### config.mk
export PLATFORM = sky130hd
export DESIGN_NAME = ft2_rx_assembler
export DESIGN_NICKNAME = d
export VERILOG_FILES = /design/src/rtl/ft2_pkg.sv /design/src/rtl/ft2_sync2.sv /design/src/rtl/ft2_rx_assembler.sv
export SDC_FILE = /design/constraint.sdc
export NUM_CORES = 1
export LEC_CHECK = 0
export CAP_MARGIN = 30
export CORE_ASPECT_RATIO = 1.4
export CORE_UTILIZATION = 55
export CTS_CLUSTER_SIZE = 10
export DETAILED_ROUTE_END_ITERATION = 7
export GPL_TIMING_DRIVEN = 0
export PLACE_DENSITY = 0.8
export SYNTH_ARGS = -nofsm -noshare
export SYNTH_HDL_FRONTEND = slang
export SYNTH_SLANG_ARGS = --single-unit
### constraint.sdc
create_clock -name clk -period 3.36 [get_ports clk]
set_input_delay 0.84 -clock clk [delete_from_list [all_inputs] [get_ports clk]]
set_output_delay 0.84 -clock clk [all_outputs]
set_load 0.005 [all_outputs]
### src/rtl/ft2_pkg.sv
// Shared types and helpers for the FT2232H async-FIFO engines.
// Holds the read-strobe FSM encoding and the byte-lane mapping used by the assembler.
package ft2_pkg;

    localparam int unsigned FT2_BYTE_W = 8;

    typedef enum logic [1:0] {
        IDLE    = 2'd0,
        STROBE  = 2'd1,
        RECOVER = 2'd2
    } ft2_state_e;

    // Lane that the idx-th received byte of a word occupies.
    function automatic int unsigned ft2_lane(input int unsigned idx,
                                             input int unsigned bpw,
                                             input bit          msb_first);
        return msb_first ? (bpw - 1 - idx) : idx;
    endfunction

endpackage

### src/rtl/ft2_sync2.sv
// Two-flop synchroniser for FT2232H status pins (RXF#, TXE#).
// Resets to 1 so an idle, active-low flag reads as deasserted.
module ft2_sync2 (
    input  logic clk,
    input  logic rst,
    input  logic i_d,
    output logic o_q
);

    logic r_meta;
    logic r_sync;

    always_ff @(posedge clk or posedge rst) begin
        if (rst) begin
            r_meta <= 1'b1;
            r_sync <= 1'b1;
        end else begin
            r_meta <= i_d;
            r_sync <= r_meta;
        end
    end

    assign o_q = r_sync;

endmodule

### src/rtl/ft2_rx_assembler.sv
// FT2232H async-FIFO read engine: strobes RD#, packs bytes into words, streams them out.
// Optional macro FT2_RX_TIMEOUT_EN flushes a stale partial word after TIMEOUT_CYC idle cycles.
module ft2_rx_assembler
    import ft2_pkg::*;
#(
    parameter int unsigned BYTES_PER_WORD = 4,
    parameter int unsigned RD_LOW_CYC     = 3,
    parameter int unsigned RD_HIGH_CYC    = 2,
    parameter bit          MSB_FIRST      = 1'b1,
    parameter int unsigned TIMEOUT_CYC    = 1024
) (
    input  logic                                   clk,
    input  logic                                   rst,
    input  logic                                   rxf_n_in,
    input  logic [FT2_BYTE_W-1:0]                  d_in,
    output logic                                   rd_n_out,
    output logic                                   wr_n_out,
    input  logic                                   flush_in,
    output logic [FT2_BYTE_W*BYTES_PER_WORD-1:0]   m_data,
    output logic                                   m_valid,
    input  logic                                   m_ready,
    output logic                                   m_partial,
    output logic [$clog2(BYTES_PER_WORD):0]        byte_idx
);

    localparam int unsigned IDX_W   = $clog2(BYTES_PER_WORD) + 1;
    localparam int unsigned WORD_W  = FT2_BYTE_W * BYTES_PER_WORD;
    localparam int unsigned CYC_MAX = (RD_LOW_CYC > RD_HIGH_CYC) ? RD_LOW_CYC : RD_HIGH_CYC;
    localparam int unsigned CNT_W   = $clog2(CYC_MAX);

    localparam logic [IDX_W-1:0] LAST_IDX  = IDX_W'(BYTES_PER_WORD - 1);
    localparam logic [CNT_W-1:0] LOW_LAST  = CNT_W'(RD_LOW_CYC - 1);
    localparam logic [CNT_W-1:0] HIGH_LAST = CNT_W'(RD_HIGH_CYC - 1);

    if (BYTES_PER_WORD < 1 || BYTES_PER_WORD > 8) begin : g_bad_bpw
        $error("ft2_rx_assembler: BYTES_PER_WORD must be 1..8");
    end
    if (RD_LOW_CYC < 2 || RD_HIGH_CYC < 1) begin : g_bad_timing
        $error("ft2_rx_assembler: RD_LOW_CYC must be >= 2 and RD_HIGH_CYC >= 1");
    end
    if (TIMEOUT_CYC < 1) begin : g_bad_timeout
        $error("ft2_rx_assembler: TIMEOUT_CYC must be >= 1");
    end

    ft2_state_e         r_state;
    ft2_state_e         w_state_next;
    logic [CNT_W-1:0]   r_cyc_cnt;
    logic               r_rd_n;
    logic [WORD_W-1:0]  r_partial_word;
    logic [IDX_W-1:0]   r_byte_idx;
    logic [WORD_W-1:0]  r_m_data;
    logic               r_m_valid;
    logic               r_flush_pend;

    logic               w_rxf_s;
    logic               w_out_free;
    logic               w_space;
    logic               w_capture;
    logic               w_last_byte;
    logic               w_discard;
    logic               w_to_fire;
    int unsigned        w_lane;
    logic [WORD_W-1:0]  w_word;

    ft2_sync2 u_rxf_sync (
        .clk (clk),
        .rst (rst),
        .i_d (rxf_n_in),
        .o_q (w_rxf_s)
    );

    assign w_out_free  = !r_m_valid || m_ready;
    // Only the word-completing byte needs the output register; earlier bytes may be read while stalled.
    assign w_space     = (r_byte_idx < LAST_IDX) || w_out_free;
    assign w_last_byte = (r_byte_idx == LAST_IDX);
    assign w_discard   = r_flush_pend || flush_in;
    assign w_lane      = ft2_lane(32'(r_byte_idx), BYTES_PER_WORD, MSB_FIRST);

    for (genvar gi = 0; gi < BYTES_PER_WORD; gi++) begin : g_lane
        assign w_word[gi*FT2_BYTE_W +: FT2_BYTE_W] =
            (w_lane == unsigned'(gi)) ? d_in : r_partial_word[gi*FT2_BYTE_W +: FT2_BYTE_W];
    end

    always_comb begin
        w_state_next = r_state;
        w_capture    = 1'b0;
        case (r_state)
            IDLE: begin
                if (!w_rxf_s && w_space) w_state_next = STROBE;
            end
            STROBE: begin
                if (r_cyc_cnt == LOW_LAST) begin
                    w_state_next = RECOVER;
                    w_capture    = 1'b1;
                end
            end
            RECOVER: begin
                if (r_cyc_cnt == HIGH_LAST) w_state_next = IDLE;
            end
            default: w_state_next = IDLE;
        endcase
    end

    always_ff @(posedge clk or posedge rst) begin
        if (rst) begin
            r_state   <= IDLE;
            r_cyc_cnt <= '0;
            r_rd_n    <= 1'b1;
        end else begin
            r_state   <= w_state_next;
            r_rd_n    <= (w_state_next != STROBE);
            r_cyc_cnt <= (w_state_next != r_state || r_state == IDLE) ? '0 : r_cyc_cnt + CNT_W'(1);
        end
    end

    always_ff @(posedge clk or posedge rst) begin
        if (rst) begin
            r_partial_word <= '0;
            r_byte_idx     <= '0;
            r_m_data       <= '0;
            r_m_valid      <= 1'b0;
            r_flush_pend   <= 1'b0;
        end else begin
            if (r_m_valid && m_ready) r_m_valid <= 1'b0;
            if (flush_in) begin
                r_partial_word <= '0;
                r_byte_idx     <= '0;
            end
            if (w_capture) begin
                r_flush_pend <= 1'b0;
                if (w_discard) begin
                    r_partial_word <= '0;
                    r_byte_idx     <= '0;
                end else if (w_last_byte) begin
                    r_m_data       <= w_word;
                    r_m_valid      <= 1'b1;
                    r_partial_word <= '0;
                    r_byte_idx     <= '0;
                end else begin
                    r_partial_word <= w_word;
                    r_byte_idx     <= r_byte_idx + IDX_W'(1);
                end
            end else if (flush_in && r_state == STROBE) begin
                // The strobe in flight still finishes, but its byte belongs to the flushed word.
                r_flush_pend <= 1'b1;
            end else if (w_to_fire) begin
                r_m_data       <= r_partial_word;
                r_m_valid      <= 1'b1;
                r_partial_word <= '0;
                r_byte_idx     <= '0;
            end
        end
    end

`ifdef FT2_RX_TIMEOUT_EN
    localparam int unsigned TO_W = $clog2(TIMEOUT_CYC + 1);
    localparam logic [TO_W-1:0] TO_LAST = TO_W'(TIMEOUT_CYC - 1);

    logic [TO_W-1:0] r_to_cnt;
    logic            r_m_partial;
    logic            w_to_run;

    assign w_to_run  = (r_state == IDLE) && (r_byte_idx != '0) && w_rxf_s && !flush_in;
    assign w_to_fire = w_to_run && (r_to_cnt == TO_LAST) && w_out_free;

    always_ff @(posedge clk or posedge rst) begin
        if (rst) begin
            r_to_cnt    <= '0;
            r_m_partial <= 1'b0;
        end else begin
            if (!w_to_run)             r_to_cnt <= '0;
            else if (r_to_cnt != TO_LAST) r_to_cnt <= r_to_cnt + TO_W'(1);
            if (w_to_fire)                                    r_m_partial <= 1'b1;
            else if (w_capture && w_last_byte && !w_discard) r_m_partial <= 1'b0;
        end
    end

    assign m_partial = r_m_partial;
`else
    assign w_to_fire = 1'b0;
    assign m_partial = 1'b0;
`endif

    assign rd_n_out = r_rd_n;
    assign wr_n_out = 1'b1;
    assign m_data   = r_m_data;
    assign m_valid  = r_m_valid;
    assign byte_idx = r_byte_idx;

endmodule

==> results_tabular.tex <==
\begin{tabular}{lr}
\hline
Metric & Value \\
\hline
\multicolumn{2}{l}{\textbf{STA}} \\
Final worst setup slack & 0.8726 ns \\
Worst max-slew margin expressed relative to the limit & 0.5880 \\
Final setup violation count & 0 \\
Transition at the pin with the smallest max-transition slack & 0.6180 ns \\
Skew final & roughly 0.013 ns \\
Shortest clock period the worst path allows after layout & about 2.5 ns \\
Fin Hold WS & around 0.36 ns \\
F\_max & 402.0 MHz \\
Number of failing hold endpoints at the final stage & 0 \\
RSZ-0062 raised after global routing & false \\
Period utilisation layout & 0.7403 \\
Final max-slew violation count & 0 \\
\multicolumn{2}{l}{\textbf{Clock network}} \\
Clock root buffer & sky130\_fd\_sc\_hd\_\_clkbuf\_8 \\
Clock Sinks & 76 \\
CTS tree & done \\
Post-CTS Setup Bufs & 0 \\
Count of cells resized by post-cts repair & 0 \\
Clock transition at the register clock pins on the worst setup and hold paths after CTS & 0.08 ns \\
Clock latency of the later-clocked register in the worst-skew pair & around 0.37 ns \\
H-tree Lvls & 3 \\
Total CTS buffers & 9 \\
Post-cts hold buffer count & 0 \\
Bufs on Longest Clock Path & 2 \\
\multicolumn{2}{l}{\textbf{Logic synthesis}} \\
Share of flip-flops with an asynchronous set or reset & 1.000 \\
Cell types occupying the most area after synthesis & sky130\_fd\_sc\_hd\_\_dfrtp\_1, sky130\_fd\_sc\_hd\_\_mux2\_2, sky130\_fd\_sc\_hd\_\_nand4\_1 \\
Cell variety after synth & 35 \\
Synthesized area per cell & about 11 sq um \\
Synth cell count leaders & sky130\_fd\_sc\_hd\_\_dfrtp\_1, sky130\_fd\_sc\_hd\_\_mux2\_2, sky130\_fd\_sc\_hd\_\_nand4\_1 \\
Number of synthesized flops with an enable pin & 0 \\
Synth warnings & 0 \\
Leading register cell type out of synthesis & sky130\_fd\_sc\_hd\_\_dfrtp\_1 \\
Part of the Yosys area used for sequential elements & 0.4835 \\
Fraction of post-synthesis cell area in the top cell type by area & 0.4635 \\
Yosys top cell by area & sky130\_fd\_sc\_hd\_\_dfrtp\_1 \\
Count of mapped cells out of synthesis & 355 \\
Flip-flop and latch count after synthesis & between 70 and 80 \\
Dominant cell by count in the synthesized netlist & sky130\_fd\_sc\_hd\_\_dfrtp\_1 \\
Post-Synthesis Cell Area & between 3000 and 4000 sq um \\
Syn Nets & around 370 \\
\multicolumn{2}{l}{\textbf{Power}} \\
Share of total power in sequential cells & 0.452 \\
Portion of total power attributed to combinational logic & 0.184 \\
Switching power & 651.3 uW \\
Clk pwr share & 0.364 \\
Switching Share & 0.2905 \\
Int Power & roughly 1.6 mW \\
Power per cell area & 466.1 nW/um\^{}2 \\
Leak pwr & 2.172 nW \\
Tot Pwr & roughly 2.2 mW \\
Highest ir drop seen on vdd & around 0.34 mV \\
\multicolumn{2}{l}{\textbf{Cells and area}} \\
Ant diodes & 0 \\
Sequential cell area & $\sim$1900 sq um \\
Proportion of layout cells with a drive suffix above 1 & 0.2233 \\
\# fillers & between 500 and 600 \\
Number of nets in the finished design & about 440 \\
Area overhead of the layout relative to synthesis & 22.03\% \\
Final standard cell area without fillers & 4810 sq um \\
Footprint of the multi-input gates & around 1800 sq um \\
\multicolumn{2}{l}{\textbf{GRT}} \\
All-Layer GR Usage & 0.2779 \\
Largest net degree at the start of global routing & 45 \\
Initial antenna violation count & 0 \\
Number of global-route vias before repair & slightly above 3,000 \\
Global-route congestion overflow total & 0 \\
Global-route wire length before repair & about 15 mm \\
\multicolumn{2}{l}{\textbf{Floorplanning}} \\
Floorplan Core Area & 6937 sq um \\
IO Pins & 52 \\
Floorplan die width & between 70 and 80 microns \\
Die Area & roughly 7500 sq um \\
Die Height & 102.2 microns \\
Initial core utilization & 0.5682 \\
Row cnt & 36 \\
\multicolumn{2}{l}{\textbf{Route}} \\
First-pass detailed-route iteration total & 5 \\
Detail Route Antenna Nets & 0 \\
Count of unresolved DRC violations after routing & 0 \\
Total number of vias & 3,125 \\
Detailed-route wire length per cell & 18.54 microns \\
Mean number of vias per cell & about 6.1 \\
Final WL & $\sim$9.6 mm \\
First DRT Iteration DRCs & between 200 and 300 \\
\multicolumn{2}{l}{\textbf{Critical path}} \\
Endpoint of the lowest-slack register-to-register path & m\_data[9] \\
Reg2reg start & byte\_idx[0] \\
CP Launch Point & flush\_in \\
Cell breakdown of the critical path & clkdlybuf4s50\_1 > clkbuf\_1 > buf\_2 > clkbuf\_1 > a31oi\_1 \\
Data arrival time of the critical path & $\sim$2.7 ns \\
Category of cells accounting for the largest share of critical-path delay & buffers and inverters \\
R2R cell count & 7 \\
Cell with the most instances on the worst path & sky130\_fd\_sc\_hd\_\_clkbuf\_1 \\
Depth of the critical timing path with buffers and inverters included & 5 \\
Maximum cell stage delay along the critical path & $\sim$0.62 ns \\
Crit path buf inv count & 4 \\
Peak fanout along the critical path & 10 \\
CP required & around 3.6 ns \\
End of the critical path & r\_partial\_word[25] \\
Reg2Reg Setup Slack & approximately 1.2 ns \\
Slowest cell on the critical path & sky130\_fd\_sc\_hd\_\_clkdlybuf4s50\_1 \\
Setup crit start kind & input pin \\
Sort of element at the end of the critical path & flip-flop \\
Category of the most critical setup path & in2reg \\
\multicolumn{2}{l}{\textbf{Flow run}} \\
Number of maximum-capacitance constraint violations & 0 \\
\multicolumn{2}{l}{\textbf{Placement}} \\
Port Buf Inserts & just under 50 \\
Placement-stage worst setup slack & between 0.5 and 0.6 ns \\
Post-DP Area & roughly 4600 sq um \\
Placer Congestion & $\sim$0.86 \\
Final HPWL DP & around 6.4 mm \\
\multicolumn{2}{l}{\textbf{Outcome}} \\
Run status & finished clean \\
\multicolumn{2}{l}{\textbf{Min path}} \\
Worst hold-check path type & reg2reg \\
\hline
\end{tabular}
power by group through the flow:
stage               clock [mW]  combinational, mW  sequential, mW
CTS                      0.827              0.406            1.01
finish                   0.816              0.412            1.01
detailed placement           0              0.404            1.03
global route             0.855              0.448            1.02
floorplan                    0              0.256            1.02
global placement             0              0.388            1.03
cell usage in the layout (no fill, tap or decap), types with 2 or more instances in the layout:
| cell type | instances |
|---|---|
| sky130_fd_sc_hd__a21o_1 | 13 |
| sky130_fd_sc_hd__a21oi_1 | 5 |
| sky130_fd_sc_hd__a31oi_1 | 12 |
| sky130_fd_sc_hd__and3b_1 | 14 |
| sky130_fd_sc_hd__buf_1 | 3 |
| sky130_fd_sc_hd__buf_2 | 11 |
| sky130_fd_sc_hd__buf_4 | 3 |
| sky130_fd_sc_hd__buf_6 | 3 |
| sky130_fd_sc_hd__bufinv_16 | 2 |
| sky130_fd_sc_hd__clkbuf_1 | 14 |
| sky130_fd_sc_hd__clkbuf_8 | 12 |
| sky130_fd_sc_hd__clkdlybuf4s50_1 | 49 |
| sky130_fd_sc_hd__conb_1 | 2 |
| sky130_fd_sc_hd__dfrtp_1 | 73 |
| sky130_fd_sc_hd__dfstp_2 | 3 |
| sky130_fd_sc_hd__ha_1 | 6 |
| sky130_fd_sc_hd__inv_1 | 5 |
| sky130_fd_sc_hd__mux2_2 | 50 |
| sky130_fd_sc_hd__mux2_4 | 2 |
| sky130_fd_sc_hd__nand2_1 | 27 |
| sky130_fd_sc_hd__nand2b_1 | 5 |
| sky130_fd_sc_hd__nand3_1 | 5 |
| sky130_fd_sc_hd__nand3b_1 | 10 |
| sky130_fd_sc_hd__nand4_1 | 42 |
| sky130_fd_sc_hd__nor2_1 | 4 |
| sky130_fd_sc_hd__nor2b_1 | 13 |
| sky130_fd_sc_hd__nor3b_1 | 8 |
| sky130_fd_sc_hd__nor4bb_1 | 4 |
| sky130_fd_sc_hd__o211ai_1 | 8 |
| sky130_fd_sc_hd__o21ai_0 | 2 |
worst register-to-register path: stages (launching register included):
cell and delay (ns):
sky130_fd_sc_hd__dfrtp_1 0.45, sky130_fd_sc_hd__inv_1 0.12, sky130_fd_sc_hd__ha_1 0.18, sky130_fd_sc_hd__nor2b_1 0.15, sky130_fd_sc_hd__buf_2 0.22, sky130_fd_sc_hd__buf_2 0.25
sky130_fd_sc_hd__mux2_2 0.38, sky130_fd_sc_hd__mux2_2 0.26
registers in the layout, indices dropped and copies added (netlist names):
signal / flops
byte_idx: 3
m_data: 32
m_valid: 1
r_cyc_cnt: 2
r_flush_pend: 1
r_partial_word: 32
r_state: 2
rd_n_out: 1
u_rxf_sync.o_q: 1
u_rxf_sync.r_meta: 1
routing by layer:
metal	vias to the layer above	wire length [microns]	part of all wire	global-route usage
li1	1414	-	-	-
met1	1543	3938	0.41	0.3486
met2	137	4692	0.49	0.4425
met3	31	508	0.053	0.04438
met4	0	427	0.045	0.1805
met5	-	0	0	0
logic make-up (layout without fill, tap and decap cells):
group | count (synthesis) | after routing | synth area share
buffers and inverters | 41 | 107 | 0.05142
AND/OR/NAND/NOR | 136 | 136 | 0.2213
other | 2 | 2 | 0.001905
multiplexers | 52 | 52 | 0.1505
adder cells (fa/ha/maj) | 6 | 6 | 0.01905
AO/OA/AOI/OAI | 42 | 42 | 0.07238
flip-flops | 76 | 76 | 0.4835
cell type report:
cell class,instances,share of cell area
multi-input cells,238,0.3811
flip-flops and latches,76,0.3962
repair buffers,50,0.1061
inverters,7,0.005983
plain buffers,34,0.03668
well taps,95,0.02471
clock buffers,13,0.03512
clock inverters,3,0.01405
worst min path at each step:
stage	start	slack, ns	cells after the start	endpoint
after detailed placement	u_rxf_sync.r_meta	0.35	0	u_rxf_sync.o_q
after floorplan	u_rxf_sync.r_meta	0.35	0	u_rxf_sync.o_q
after global placement	u_rxf_sync.r_meta	0.35	0	u_rxf_sync.o_q
final	u_rxf_sync.r_meta	0.36	0	u_rxf_sync.o_q
after CTS	u_rxf_sync.r_meta	0.36	0	u_rxf_sync.o_q
after global routing	u_rxf_sync.r_meta	0.37	0	u_rxf_sync.o_q
metrics by stage:
step	std cells	setup TNS (ns)	utilization
after CTS	516	0	0.6934
after global placement	499	-43.85	0.6560
after floorplan	355	0	-
after global routing	516	0	0.6934
final	516	0	0.6934
after detailed placement	500	0	0.6593
Note: power is estimated with default switching activity, not from simulation.
==> RTL edit, RTL diff (config.mk and constraints unchanged) <==
Add a define of `FT2_RX_TIMEOUT_EN`.
--- a/src/rtl/ft2_rx_assembler.sv
+++ b/src/rtl/ft2_rx_assembler.sv
@@ -1,5 +1,7 @@
 // FT2232H async-FIFO read engine: strobes RD#, packs bytes into words, streams them out.
 // Optional macro FT2_RX_TIMEOUT_EN flushes a stale partial word after TIMEOUT_CYC idle cycles.
+`define FT2_RX_TIMEOUT_EN
+
 module ft2_rx_assembler
     import ft2_pkg::*;
 #(
Check against the original RTL: no difference found for any inputs over 10 cycles, from zero or initial values and one cycle with rst high; that may be too few to reach the edited logic, so the function may still have changed.
==> RTL edit against the original RTL <==
Wire length grew 1.2%. First-iteration DRC count shrank 3.4%. Power is 6.1% higher. Sequential cell count increased by 12. Die area increased by 12%. Count of clock-buffer cells in the layout fell by 2. Setup slack got worse by 0.39 ns. Synthesized area is 13% higher. Critical path depth rose by 1. Design area is 11% higher. Critical endpoint is now r_partial_word[19]. Largest power group unchanged.
==> RTL edit: results (changes against the original RTL) <==
| Metric | Value |
|---|---|
| Status | complete, no violations |
| Internal reg-to-reg setup slack | 0.84 ns (-0.37 ns) |
| Leakage power | 0.00226 uW (+4.1%) |
| Mapped Nets | 452 (+21%) |
| Startpoint of the worst register-to-register path | r_to_cnt[0] |
| Number of distinct library cells after synthesis | 41 (+17%) |
| Hold Slack | 0.359 ns (-0.00481 ns) |
| IR drop worst, VDD | 0.406 mV (+20%) |
| Number of DRC markers after the initial detailed-route iteration | 256 (-3.4%) |
| Post-cts gate resize count | 0 (unchanged) |
| Final estimated routing congestion in global placement | 0.792 (-8.2%) |
| Hold path cells | 0 (unchanged) |
| Switching Fraction | 0.265 (-0.0259) |
| Fillcell total | 583 (+3.2%) |
| Synthesized-area fraction occupied by ao, oa, aoi and oai cells | 0.147 (+0.0746) |
| Sequential cell area fraction in the yosys report | 0.496 (+0.0128) |
| Critical path data arrival time | 3.09 ns (+0.37 ns) |
| Worst reg2reg path endpoint | r_partial_word[19] |
| Instance area at placement | 5100 um2 (+12%) |
| Top cell types by occurrence after synthesis | 85 x dfrtp_1, 56 x nand2_1, 54 x o21ai_0 |
| Xor-xnor portion of the synthesized cell area | 0.00591 (+0.00591) |
| Delay contributed by the slowest stage of the critical path | 0.60 ns (-0.02 ns) |
| First-pass GRT wire length | 16.1 mm (+5.1%) |
| DR vias/cell | 5.69 (-6.0%) |
| Ranking of synthesized cells by area | dfrtp_1 48%, mux2_4 9.8%, o21ai_0 6.1% |
| Max clock buf depth | 2 (unchanged) |
| Clock insertion delay at the later pin of the skew report | 0.35 ns (-0.02 ns) |
| Yosys synthesis warning count | 0 (unchanged) |
| Finished Layout Cells | 599 (+16%) |
| Fraction of final layout cells sized beyond drive strength 1 | 0.142 (-0.0810) |
| Largest net degree at the start of global routing | 63 (+40%) |
| Count of antenna diodes in the layout | 0 (unchanged) |
| Slowest stage cell, crit path | or4b_1 |
| Area growth syn-to-layout | 20.5% |
| Post-synthesis adder-cell area fraction | 0.0197 (+0.000660) |
| Post-Syn Instances | 432 (+22%) |
| Dpl cells | 583 (+17%) |
| Headroom to the max-slew limit | 0.419 (-0.169) |
| Overall fraction of global-route tracks in use | 0.248 (-0.0297) |
| Final routed wire length divided by cell count | 16.2 um (-13%) |
| Worst clock skew | 0.0124 ns (-0.000614 ns) |
| Multiplexer share of the synthesized area | 0.128 (-0.0224) |
| I/O Buffers | 50 (+2.0%) |
| Final Net Count | 514 (+18%) |
| HPWL reported at the end of detailed placement | 6.79 mm (+5.3%) |
| Final WS setup | 0.482 ns (-0.390 ns) |
| Vias in the first global route | 3401 (+12%) |
| Worst slack after detailed placement | 0.163 ns (-0.373 ns) |
[RTL edit: cell types whose count changed after synthesis, moves of 12 or more]
cell	change
dfrtp_1	+12
nand4_1	-42
nor2_1	+13
mux2_2	-39
and3b_1	-13
nand3_1	+24
o21ai_0	+52
mux2_4	+27
nand2_1	+29
inv_1	+26
[RTL edit: cell type report]
type,count,area share
repair buffers,51,0.0986
clock buffers,11,0.0283
plain buffers,24,0.0280
well taps,100,0.0234
multi-input cells,288,0.368
inverters,32,0.0229
clock inverters,5,0.0192
flip-flops and latches,88,0.412
[RTL edit: routing by layer]
layer | routed length (um) | global-route usage | vias up
li1 | - | - | 1585
met1 | 4110 | 0.320 | 1678
met2 | 4800 | 0.412 | 117
met3 | 439 | 0.0312 | 29
met4 | 336 | 0.126 | 0
met5 | 0 | 0 | -
[RTL edit: power groups by stage]
stage	sequential [uW]	clock, uW	combinational (uW)
floorplan	1150	0	207
global placement	1160	0	312
detailed placement	1160	0	323
CTS	1140	921	330
global route	1150	964	367
finish	1140	909	327
